File: src/rtl/i2c_primary.sv
// i2c_primary: I2C controller issuing one fixed-format transaction per request:
// START, {addr,rnw} + ack, HI byte + ack, LO byte + ack, STOP.
// Each bit slot is four quarters of QDIV clk cycles; SCL is low in Q0/Q1 and
// high in Q2/Q3. SDA only moves on entry to Q0, apart from the START and STOP
// quarters. SDA_IN is sampled on the edge that enters Q3.
//
// Ports:
//   clk, reset        system clock, synchronous active-high reset
//   start_stb         one-cycle request, taken only while idle
//   rnw, i2c_addr,    request fields, captured on accept
//   wr_data
//   sda_in            SDA level returned by the secondary
//   scl, sda_out,     bus clock and SDA drive (sda_out is 1 while released)
//   sda_oe
//   rd_data           read result, loaded only when a read completes cleanly
//   busy, done, nack  status: in progress, end pulse, sticky ack failure
//
// state     | meaning
// IDLE      | bus idle, waiting for start_stb
// START     | SDA falls while SCL is high
// ADDR      | 8 slots: {addr,rnw}, MSB first
// ACK_A     | SDA released, secondary acks the address
// WR_BYTE   | 8 slots: HI then LO write byte, MSB first
// ACK_W     | SDA released, secondary acks the write byte
// RD_BYTE   | 8 slots: SDA released, shift in HI then LO
// ACK_R     | primary acks HI, nacks LO
// STOP      | SDA rises while SCL is high
module i2c_primary #(
  parameter int unsigned QDIV = 1
) (
  input  logic        clk,
  input  logic        reset,
  input  logic        start_stb,
  input  logic        rnw,
  input  logic [6:0]  i2c_addr,
  input  logic [15:0] wr_data,
  input  logic        sda_in,
  output logic        scl,
  output logic        sda_out,
  output logic        sda_oe,
  output logic [15:0] rd_data,
  output logic        busy,
  output logic        done,
  output logic        nack
);

  typedef enum logic [3:0] {
    S_IDLE, S_START, S_ADDR, S_ACK_A, S_WR_BYTE, S_ACK_W, S_RD_BYTE, S_ACK_R, S_STOP
  } state_t;

  localparam logic [7:0] DIV_LOAD = 8'(QDIV - 1);

  state_t      state_q, state_d;
  logic [7:0]  div_q, div_d;
  logic [1:0]  qtr_q, qtr_d;
  logic [2:0]  bit_q, bit_d;
  logic        lo_q, lo_d;
  logic        rnw_q, rnw_d;
  logic [6:0]  addr_q, addr_d;
  logic [15:0] wdata_q, wdata_d;
  logic [15:0] shadow_q, shadow_d;
  logic [15:0] rd_data_q, rd_data_d;
  logic        smp_q, smp_d;
  logic        busy_q, busy_d;
  logic        done_q, done_d;
  logic        nack_q, nack_d;
  logic        q_end, smp_edge, slot_end;
  logic [7:0]  addr_byte;

  assign addr_byte = {addr_q, rnw_q};
  assign q_end     = (div_q == 8'd0);
  assign smp_edge  = q_end && (qtr_q == 2'd2);
  assign slot_end  = q_end && (qtr_q == 2'd3);

  always_ff @(posedge clk) begin
    if (reset) begin
      state_q   <= S_IDLE;
      div_q     <= DIV_LOAD;
      qtr_q     <= 2'd0;
      bit_q     <= 3'd0;
      lo_q      <= 1'b0;
      rnw_q     <= 1'b0;
      addr_q    <= 7'd0;
      wdata_q   <= 16'd0;
      shadow_q  <= 16'd0;
      rd_data_q <= 16'd0;
      smp_q     <= 1'b1;
      busy_q    <= 1'b0;
      done_q    <= 1'b0;
      nack_q    <= 1'b0;
    end else begin
      state_q   <= state_d;
      div_q     <= div_d;
      qtr_q     <= qtr_d;
      bit_q     <= bit_d;
      lo_q      <= lo_d;
      rnw_q     <= rnw_d;
      addr_q    <= addr_d;
      wdata_q   <= wdata_d;
      shadow_q  <= shadow_d;
      rd_data_q <= rd_data_d;
      smp_q     <= smp_d;
      busy_q    <= busy_d;
      done_q    <= done_d;
      nack_q    <= nack_d;
    end
  end

  always_comb begin
    state_d   = state_q;
    div_d     = div_q;
    qtr_d     = qtr_q;
    bit_d     = bit_q;
    lo_d      = lo_q;
    rnw_d     = rnw_q;
    addr_d    = addr_q;
    wdata_d   = wdata_q;
    shadow_d  = shadow_q;
    rd_data_d = rd_data_q;
    smp_d     = smp_q;
    busy_d    = busy_q;
    done_d    = 1'b0;
    nack_d    = nack_q;
    if (state_q == S_IDLE) begin
      // Hold the quarter timer preloaded so START Q0 lasts a full QDIV.
      div_d = DIV_LOAD;
      qtr_d = 2'd0;
      if (start_stb) begin
        rnw_d   = rnw;
        addr_d  = i2c_addr;
        wdata_d = wr_data;
        nack_d  = 1'b0;
        busy_d  = 1'b1;
        state_d = S_START;
      end
    end else begin
      div_d = q_end ? DIV_LOAD : div_q - 8'd1;
      if (q_end) qtr_d = qtr_q + 2'd1;
      if (smp_edge) begin
        smp_d = sda_in;
        if (state_q == S_RD_BYTE) shadow_d = {shadow_q[14:0], sda_in};
      end
      if (slot_end) begin
        case (state_q)
          S_START: begin
            state_d = S_ADDR;
            bit_d   = 3'd7;
          end
          S_ADDR: begin
            if (bit_q == 3'd0) state_d = S_ACK_A;
            else               bit_d   = bit_q - 3'd1;
          end
          S_ACK_A: begin
            bit_d = 3'd7;
            lo_d  = 1'b0;
            if (smp_q) begin
              nack_d  = 1'b1;
              state_d = S_STOP;
            end else begin
              state_d = rnw_q ? S_RD_BYTE : S_WR_BYTE;
            end
          end
          S_WR_BYTE: begin
            if (bit_q == 3'd0) state_d = S_ACK_W;
            else               bit_d   = bit_q - 3'd1;
          end
          S_ACK_W: begin
            if (smp_q) begin
              nack_d  = 1'b1;
              state_d = S_STOP;
            end else if (lo_q) begin
              state_d = S_STOP;
            end else begin
              lo_d    = 1'b1;
              bit_d   = 3'd7;
              state_d = S_WR_BYTE;
            end
          end
          S_RD_BYTE: begin
            if (bit_q == 3'd0) state_d = S_ACK_R;
            else               bit_d   = bit_q - 3'd1;
          end
          S_ACK_R: begin
            if (lo_q) begin
              state_d = S_STOP;
            end else begin
              lo_d    = 1'b1;
              bit_d   = 3'd7;
              state_d = S_RD_BYTE;
            end
          end
          S_STOP: begin
            state_d = S_IDLE;
            busy_d  = 1'b0;
            done_d  = 1'b1;
            if (rnw_q && !nack_q) rd_data_d = shadow_q;
          end
          default: state_d = S_IDLE;
        endcase
      end
    end
  end

  always_comb begin
    scl     = 1'b1;
    sda_out = 1'b1;
    sda_oe  = 1'b1;
    case (state_q)
      S_IDLE:  ;
      S_START: sda_out = ~qtr_q[1];
      S_ADDR: begin
        scl     = qtr_q[1];
        sda_out = addr_byte[bit_q];
      end
      S_ACK_A, S_ACK_W, S_RD_BYTE: begin
        scl    = qtr_q[1];
        sda_oe = 1'b0;
      end
      S_WR_BYTE: begin
        scl     = qtr_q[1];
        sda_out = wdata_q[{~lo_q, bit_q}];
      end
      S_ACK_R: begin
        // Ack the HI byte, nack the LO byte to end the read.
        scl     = qtr_q[1];
        sda_out = lo_q;
      end
      S_STOP: begin
        scl     = qtr_q[1];
        sda_out = (qtr_q == 2'd3);
      end
      default: ;
    endcase
  end

  assign rd_data = rd_data_q;
  assign busy    = busy_q;
  assign done    = done_q;
  assign nack    = nack_q;

endmodule

File: config.mk
export PLATFORM = sky130hd
export DESIGN_NAME = i2c_primary
export DESIGN_NICKNAME = d
export VERILOG_FILES = /design/src/rtl/i2c_primary.sv
export SDC_FILE = /design/constraint.sdc
export NUM_CORES = 1
export LEC_CHECK = 0
export CAP_MARGIN = 20
export CORE_ASPECT_RATIO = 2
export CORE_MARGIN = 8
export CORE_UTILIZATION = 54
export CTS_BUF_LIST = sky130_fd_sc_hd__clkbuf_16
export CTS_CLUSTER_DIAMETER = 50
export CTS_CLUSTER_SIZE = 12
export DETAILED_ROUTE_END_ITERATION = 16
export GPL_TIMING_DRIVEN = 0
export HOLD_SLACK_MARGIN = 0.08
export PLACE_DENSITY = 0.76
export REMOVE_ABC_BUFFERS = 1
export SLEW_MARGIN = 20
export SYNTH_ARGS = -nofsm -noshare
export SYNTH_HDL_FRONTEND = slang
export SYNTH_SLANG_ARGS = --single-unit
File: constraint.sdc
create_clock -name clk -period 2.4 [get_ports clk]
set_clock_uncertainty 0.2 [all_clocks]
set_input_delay 0.36 -clock clk [delete_from_list [all_inputs] [get_ports clk]]
set_output_delay 0.36 -clock clk [all_outputs]
set_load 0.01 [all_outputs]
==> results of run 1 <==
## metrics by stage
step | instance area, sq um | hold slack, ps | setup slack, ps | util [%]
after CTS | 4320 | 254 | 1.76 | 69.0
after detailed placement | 3900 | 246 | -522 | 62.4
final | 4340 | 250 | 38.9 | 69.4
after floorplan | 3310 | 222 | 148 | -
after global placement | 3910 | 241 | -1060 | 62.4
after global routing | 4340 | 276 | 0.255 | 69.4
## worst max-delay path: stages (launching register included)
cell,delay (ps)
dfxtp_4,390
buf_4,150
nor4b_4,350
a21oi_1,140
o31ai_1,110
nand4b_1,180
buf_2,140
## flip-flops by register name, summed over array words and instances, names as in the netlist
register / count
addr_q: 7
smp_q: 1
nack: 1
rnw_q: 1
shadow_q: 16
qtr_q: 2
lo_q: 1
bit_q: 3
rd_data: 16
busy: 1
state_q: 4
div_q: 8
wdata_q: 16
done: 1
## worst max-delay path by stage
| stage | start | endpoint | cells past startpoint |
|---|---|---|---|
| after floorplan | state_q[3]$_SDFFE_PP0P_ | state_q[2]$_SDFFE_PP0P_ | 5 |
| after global placement | reset | div_q[4]$_SDFF_PP0_ | 3 |
| after detailed placement | state_q[2]$_SDFFE_PP0P_ | sda_out | 6 |
| after CTS | div_q[0]$_SDFF_PP0_ | rd_data[11]$_SDFFE_PP0P_ | 7 |
| after global routing | state_q[2]$_SDFFE_PP0P_ | sda_out | 6 |
| final | state_q[2]$_SDFFE_PP0P_ | sda_out | 6 |
## cell families (layout without fill, tap and decap cells)
group,after synthesis,count (layout),synth area share (%)
multiplexers,30,30,9.06
flip-flops,78,78,45.3
buffers and inverters,33,81,4.79
AND/OR/NAND/NOR,185,185,25.2
XOR/XNOR,8,8,2.03
adder cells (fa/ha/maj),6,6,2.18
AO/OA/AOI/OAI,68,68,11.5
## area by class of cell
| class | instances | area [sq um] |
|---|---|---|
| fillers | 521 | 1910 |
| multi-input cells | 297 | 1780 |
| well taps | 86 | 108 |
| clock inverters | 6 | 56.3 |
| repair buffers | 60 | 574 |
| inverters | 6 | 22.5 |
| clock buffers | 9 | 225 |
| flip-flops and latches | 78 | 1580 |
## routing by layer
| metal | track usage [%] | vias up | share of wire (%) |
|---|---|---|---|
| met4 | 10.3 | 0 | 3.5 |
| met2 | 29.2 | 66 | 53 |
| met5 | 0 | - | 0 |
| met1 | 17.6 | 1343 | 40 |
| li1 | - | 1456 | - |
| met3 | 5.50 | 25 | 4.0 |
## synth_stat cells (all sizes together), types with 3 or more instances
master / instances
clkbuf: 15
nor3: 9
mux2i: 29
nand2b: 6
ha: 6
and2: 3
xor2: 4
nand3: 7
xnor2: 4
a21oi: 51
inv: 6
nor2: 41
buf: 12
o21ai: 4
a22oi: 3
nand2: 93
dfxtp: 78
nand4: 4
nor2b: 8
## power by group
group          total (mW)  internal [mW]  leakage, nW  switching (mW)
Sequential           1.35           1.32        0.637          0.0238
Clock                1.27          0.788        0.148           0.482
Combinational       0.184         0.0886        0.950          0.0954
Total                2.80           2.20         1.73           0.601
## timing repair
| item | CTS | global route |
|---|---|---|
| setup buffers | 10 | 1 |
| cloned | 0 | 0 |
| hold endpoints to repair | 0 | 0 |
| setup endpoints to repair | 23 | 19 |
| gates resized for setup | 23 | 7 |
| pin swaps | 3 | 1 |
==> results.cfg, run 1 <==
[run_status]
status = complete, no violations

[finish]
area_delta_synth_final_pct = 25.9
nNetsFinal = 486
final_cell_mix = nand2_1 (93), dfxtp_1 (73), a21oi_1 (47)
layout_commonest_cell = nand2_1
finalNonFillerCells = 542
drive_above_1_share_pct = 10.1
n_antenna_cell = 0

[critical_path]
r2r-start = state_q[3]$_SDFFE_PP0P_
startpoint_type = register
arrival_ps = 1800
worst-setup-path-type = reg2out
cp-end-kind = output port
worst-path-max-fanout = 7
r2r_setup_slack_ps = 230
r2r-end = state_q[2]$_SDFFE_PP0P_
cp_data_required_time_ps = 1840
r2r_cells = 5

[sta]
fmax_mhz = 424
rsz0062_at_grt = no
drv_slew = 0
tightest_slew_ps = 791
finalSetupTns_ps = 0
period_needed_ps = 2360
hold_violations = 0
finalSetupViolations = 0
post-route-period-util_pct = 98.4
relSlewSlack_pct = 47.1

[drt]
wire_per_inst_um = 14.1
drtIter0Drc = 127
dr_total_vias = 2890
routed_wl_um = 7640
ant_nets = 0
drc = 0
dr.pass1.iters = 4
vias_per_cell = 5.33

[floorplanning]
die_width_um = 72.5
core_region_area_sq_um = 6260
die-area_sq_um = 9360
die_y_um = 129
io_pins = 50
num_rows = 41
start_util_pct = 55.1

[synth]
syn_area_sq_um = 3450
synth.largest_area_cell = dfxtp_1
ys_ff_latch = 78
async_reset_ff_share_pct = 0
avgSynthCellArea_sq_um = 8.46
yosys.area.top_type_share_pct = 45.3
synth_edf_count = 0
synth_area_leaders = dfxtp_1 (45%), nand2_1 (10%), mux2i_1 (8.4%), a21oi_1 (6.8%), nor2_1 (4.5%)
ys_types = 44
ys.flop_type = dfxtp_1
ys_seq_area_share_pct = 45.3
synth_cells = 408
synth_warnings = 0

[place]
portBuffers = 49
hpwlAfterDp_um = 4990
gp_congestion = 0.841
dp.cells = 516

[global_routing]
antenna_found_initial = 0
grt_usage_pct = 17.1
grt_pass1_vias = 2830
grt_pass1_wl_um = 12700
grt_max_degree = 72
grt-ovfl-total = 0

[power_and_ir_drop]
powerDensity_nw_per_um2 = 645
p_leak_nw = 1.73
p_total_mw = 2.80
vdd_drop_max_uv = 440

[hold_path]
hold_end = rd_data[1]$_SDFFE_PP0P_
min_from = rd_data[1]$_SDFFE_PP0P_
worst_hold_path.num_cells = 2
worstHoldPathType = reg2reg

[clock_network]
h-tree-depth = 3
cts_buffer_depth = 2
cts_sinks = 78
clk_latency_ps = 330
path_clk_slew_ps = 60
cts_hold_buf = 0
cts_buffers = 9
cts_tree = done
cts_root_buf = clkbuf_16

[flow_run]
drv_cap = 0
(Power assumes the default switching activity.)
==> run 2, diff against run 1 <==
--- a/config.mk
+++ b/config.mk
@@ -17,7 +17,6 @@
 export HOLD_SLACK_MARGIN = 0.08
 export PLACE_DENSITY = 0.76
 export REMOVE_ABC_BUFFERS = 1
-export SLEW_MARGIN = 20
 export SYNTH_ARGS = -nofsm -noshare
 export SYNTH_HDL_FRONTEND = slang
 export SYNTH_SLANG_ARGS = --single-unit
==> run 2 against run 1 <==
The run now ends with negative setup slack left. Fmax down 3.1%. Combinational power is 3% higher. Via count is 0.62% higher. First-iteration DRC count is 12% lower. Largest power group unchanged. Cell count up 0.55%. Critical path type unchanged. Setup slack got worse by 76 ps. Non-clock buffer count is 3 higher. Clock-buffer cell count did not move. Clock power hardly changed.
==> results.cfg, run 2 (synthesis gave the netlist of run 1 again) <==
[sta]
period_needed_ps = 2440
hold_violations = 0
relSlewSlack_pct = 47.8
worst_slack_ps = -37.6
tightest_slew_ps = 780
post-route-period-util_pct = 102
fmax_mhz = 410
finalSetupTns_ps = -37.6
finalSetupViolations = 1
drv_slew = 0
fin_hold_ws_ps = 242

[drt]
dr.pass1.iters = 5
wire_per_inst_um = 14.3
drtIter0Drc = 112
ant_nets = 0
vias_per_cell = 5.34
drc = 0
dr_total_vias = 2908
routed_wl_um = 7770

[finish]
layout_commonest_cell = nand2_1
drive_above_1_share_pct = 10.7
area_delta_synth_final_pct = 27.3
final_cell_mix = nand2_1 (93), dfxtp_1 (73), a21oi_1 (47)
nNetsFinal = 489
n_antenna_cell = 0
final_util_pct = 70.2
finalNonFillerCells = 545

[global_routing]
antenna_found_initial = 0
grt_usage_pct = 17.4
grt_max_degree = 52
grt_pass1_wl_um = 12800
grt_pass1_vias = 2874
grt-ovfl-total = 0

[floorplanning]
core_region_area_sq_um = 6260
die_y_um = 129
die_width_um = 72.5
start_util_pct = 55.1
io_pins = 50
num_rows = 41
die-area_sq_um = 9360

[critical_path]
r2r_cells = 7
crit_chain = buf_4 -> nor2b_4 -> a21oi_1 -> nor3_1 -> o31ai_1 -> nand4b_1 -> buf_2
cp-end-kind = output port
worst-setup-path-type = reg2out
startpoint_type = register
arrival_ps = 1880
worst-path-max-fanout = 6
critPathSlowestCell = dfxtp_4
slowest_delay_ps = 370
cp_data_required_time_ps = 1840

[place]
dp.cells = 517
gp_congestion = 0.841
portBuffers = 49
hpwlAfterDp_um = 5090

[clock_network]
cts_buffers = 9
cts_buffer_depth = 2
clk_latency_ps = 330
cts_root_buf = clkbuf_16
cts_sinks = 78
cts_hold_buf = 0
path_clk_slew_ps = 60
h-tree-depth = 3
cts_tree = done

[hold_path]
worstHoldPathType = in2reg
worst_hold_path.num_cells = 2

[flow_run]
drv_cap = 0

[power_and_ir_drop]
vdd_drop_max_uv = 692
powerDensity_nw_per_um2 = 639
p_leak_nw = 1.74

[run_status]
status = finished with violations
violations = negative setup slack
run 2: power breakdown:
group	internal (mW)	leakage (nW)	switching, mW	total, mW
clock network	0.788	0.148	0.480	1.27
registers	1.32	0.637	0.0240	1.35
logic	0.0944	0.958	0.0960	0.190
run 2: cell type report:
| cell class | count | area (sq um) |
|---|---|---|
| Multi-Input combinational cell | 297 | 1770 |
| Sequential cell | 78 | 1580 |
| Fill cell | 509 | 1870 |
| Clock inverter | 6 | 56.3 |
| Tap cell | 86 | 108 |
| Inverter | 6 | 22.5 |
| Timing Repair Buffer | 63 | 626 |
| Clock buffer | 9 | 225 |
run 2: stage by stage:
step,setup slack (ps),total power [mW],cell area (sq um)
final,-37.6,2.81,4390
after global routing,-47.4,2.92,4390
after CTS,-2.34,2.82,4320
after detailed placement,-505,1.55,3920
after global placement,-1060,1.55,3910
after floorplan,148,1.46,3310
run 2: worst max-delay path, delay by kind of cell (launching register included):
family                 cells  cell delay (ps)
buffers and inverters      2              320
DFF                        1              370
and+or+nand+nor            3              600
AOI/OAI and AO/OA          2              250
run 2: repair_timing:
action	4_1_cts	5_1_grt
resized for setup	25	4
setup endpoints to repair	22	22
buffers inserted	8	5
pin swaps	2	1
run 2: worst paths after layout:
| path | to | start | slack, ps |
|---|---|---|---|
| max | sda_out | state_q[2]$_SDFFE_PP0P_ | -40 |
| min | shadow_q[3]$_SDFFE_PP0P_ | reset | 240 |
| max reg2reg | rd_data[11]$_SDFFE_PP0P_ | div_q[0]$_SDFF_PP0_ | 250 |
| min reg2reg | rd_data[1]$_SDFFE_PP0P_ | rd_data[1]$_SDFFE_PP0P_ | 250 |
run 2: per-layer routing:
metal	up-vias	part of all wire (%)	global-route usage [%]
li1	1469	-	-
met1	1348	39	17.6
met2	70	53	29.7
met3	21	4.0	4.88
met4	0	3.8	12.0
met5	-	0	0
==> run 3, diff against run 2 <==
==> constraint.sdc (replaced) <==
create_clock -name clk -period 2.4 [get_ports clk]
set_clock_uncertainty 0.2 [all_clocks]
set_input_delay 0.36 -clock clk [delete_from_list [all_inputs] [get_ports clk]]
set_output_delay 0.36 -clock clk [all_outputs]
set_load 0.1 [all_outputs]
==> run 3 against run 2 <==
The flow still finishes with violations (negative setup slack). Combinational power is 3% higher. Register-to-register slack worse by 40 ps. Non-clock buffer count is 6 higher. Worst hold slack better by 1.7 ps. Critical endpoint unchanged. Largest cell class unchanged.
==> results.cfg, run 3 (synthesis gave the netlist of run 1 again) <==
[run_status]
status = finished with violations
violations = negative setup slack

[global_routing]
antenna_found_initial = 0
grt_usage_pct = 16.7
grt_pass1_vias = 2742
grt_max_degree = 52
grt-ovfl-total = 0
grt_pass1_wl_um = 12400

[finish]
fillCellCount = 507
design_area_sq_um = 4410
drive_above_1_share_pct = 11.8
area_delta_synth_final_pct = 27.7
finalNonFillerCells = 551
final_util_pct = 70.4
nNetsFinal = 495
final_cell_mix = nand2_1 (93), dfxtp_1 (73), a21oi_1 (47)
n_antenna_cell = 0
layout_commonest_cell = nand2_1

[place]
place_area_sq_um = 3920
dp_slack_ps = -1100
gp_congestion = 0.841
portBuffers = 49
dp.cells = 517
hpwlAfterDp_um = 5090

[floorplanning]
num_rows = 41
io_pins = 50
core_region_area_sq_um = 6260
die_y_um = 129
die-area_sq_um = 9360
die_width_um = 72.5
start_util_pct = 55.1

[sta]
relSlewSlack_pct = 34.7
finalSetupViolations = 1
period_needed_ps = 2440
rsz0062_at_grt = yes
drv_slew = 0
tightest_slew_ps = 984
fmax_mhz = 410
worst_slack_ps = -36.6
finalSetupTns_ps = -36.6
hold_violations = 0
post-route-period-util_pct = 102
fin_hold_ws_ps = 244

[flow_run]
drv_cap = 0

[drt]
dr_total_vias = 2886
wire_per_inst_um = 13.5
drtIter0Drc = 124
ant_nets = 0
vias_per_cell = 5.24
routed_wl_um = 7420
dr.pass1.iters = 6
drc = 0

[clock_network]
cts_hold_buf = 0
path_clk_slew_ps = 60
clk_latency_ps = 330
cts_buffer_depth = 2
cts_tree = done
h-tree-depth = 3
cts_buffers = 9
cts_sinks = 78
cts_root_buf = clkbuf_16

[power_and_ir_drop]
powerDensity_nw_per_um2 = 638
p_total_mw = 2.81
p_leak_nw = 1.90
vdd_drop_max_uv = 686

[hold_path]
worstHoldPathType = in2reg
worst_hold_path.num_cells = 2
hold_end = shadow_q[3]$_SDFFE_PP0P_
min_from = reset

[critical_path]
worst-setup-path-type = reg2out
r2r-start = div_q[0]$_SDFF_PP0_
r2r-end = state_q[2]$_SDFFE_PP0P_
startpoint_type = register
worst-path-max-fanout = 9
r2r_setup_slack_ps = 210
cp_data_required_time_ps = 1840
r2r_cells = 7
cp-end-kind = output port
arrival_ps = 1880
## run 3: changes by cell type in the layout (fill, tap and decap cells not counted), sizes merged
cell           change
buf                +8
clkdlybuf4s50     -10
dlygate4sd2        +4
dlymetal6s2s       +4
## run 3: worst max path at each step
stage,cells after the start,endpoint,start
floorplan,4,sda_out,bit_q[0]$_SDFFE_PP0P_
global placement,3,div_q[4]$_SDFF_PP0_,reset
detailed placement,6,sda_out,state_q[2]$_SDFFE_PP0P_
CTS,5,sda_out,bit_q[0]$_SDFFE_PP0P_
global route,6,sda_out,state_q[2]$_SDFFE_PP0P_
finish,5,sda_out,bit_q[0]$_SDFFE_PP0P_
## run 3: cell type report
type,count,area [sq um],area share (%)
repair buffers,69,662,15.0
inverters,6,22.5,0.511
well taps,86,108,2.44
clock buffers,9,225,5.11
flip-flops and latches,78,1580,35.8
clock inverters,6,56.3,1.28
multi-input cells,297,1750,39.8
## run 3: layer usage
layer  track usage (%)  part of all wire [%]  up-vias
li1                  -                     -     1481
met1              17.6                    40     1336
met2              28.6                    53       51
met3              4.49                   3.2       18
met4              9.62                   3.3        0
met5                 0                     0        -
## run 3: critical path, cell delays in order (launching register included)
cell and delay, ps:
dfxtp_4 400, mux4_2 500, nand2b_1 150, nand3_1 80, nand4b_1 180, buf_8 230
## run 3: report_power, final
group | internal [mW] | switching, mW
registers | 1.33 | 0.0250
logic | 0.0911 | 0.104
clock network | 0.788 | 0.478
## run 3: timing repair
| action | in CTS | in global routing |
|---|---|---|
| setup endpoints to repair | 27 | 11 |
| setup buffers | 1 | 18 |
| pin swaps | 1 | 0 |
| gates resized for setup | 35 | 11 |
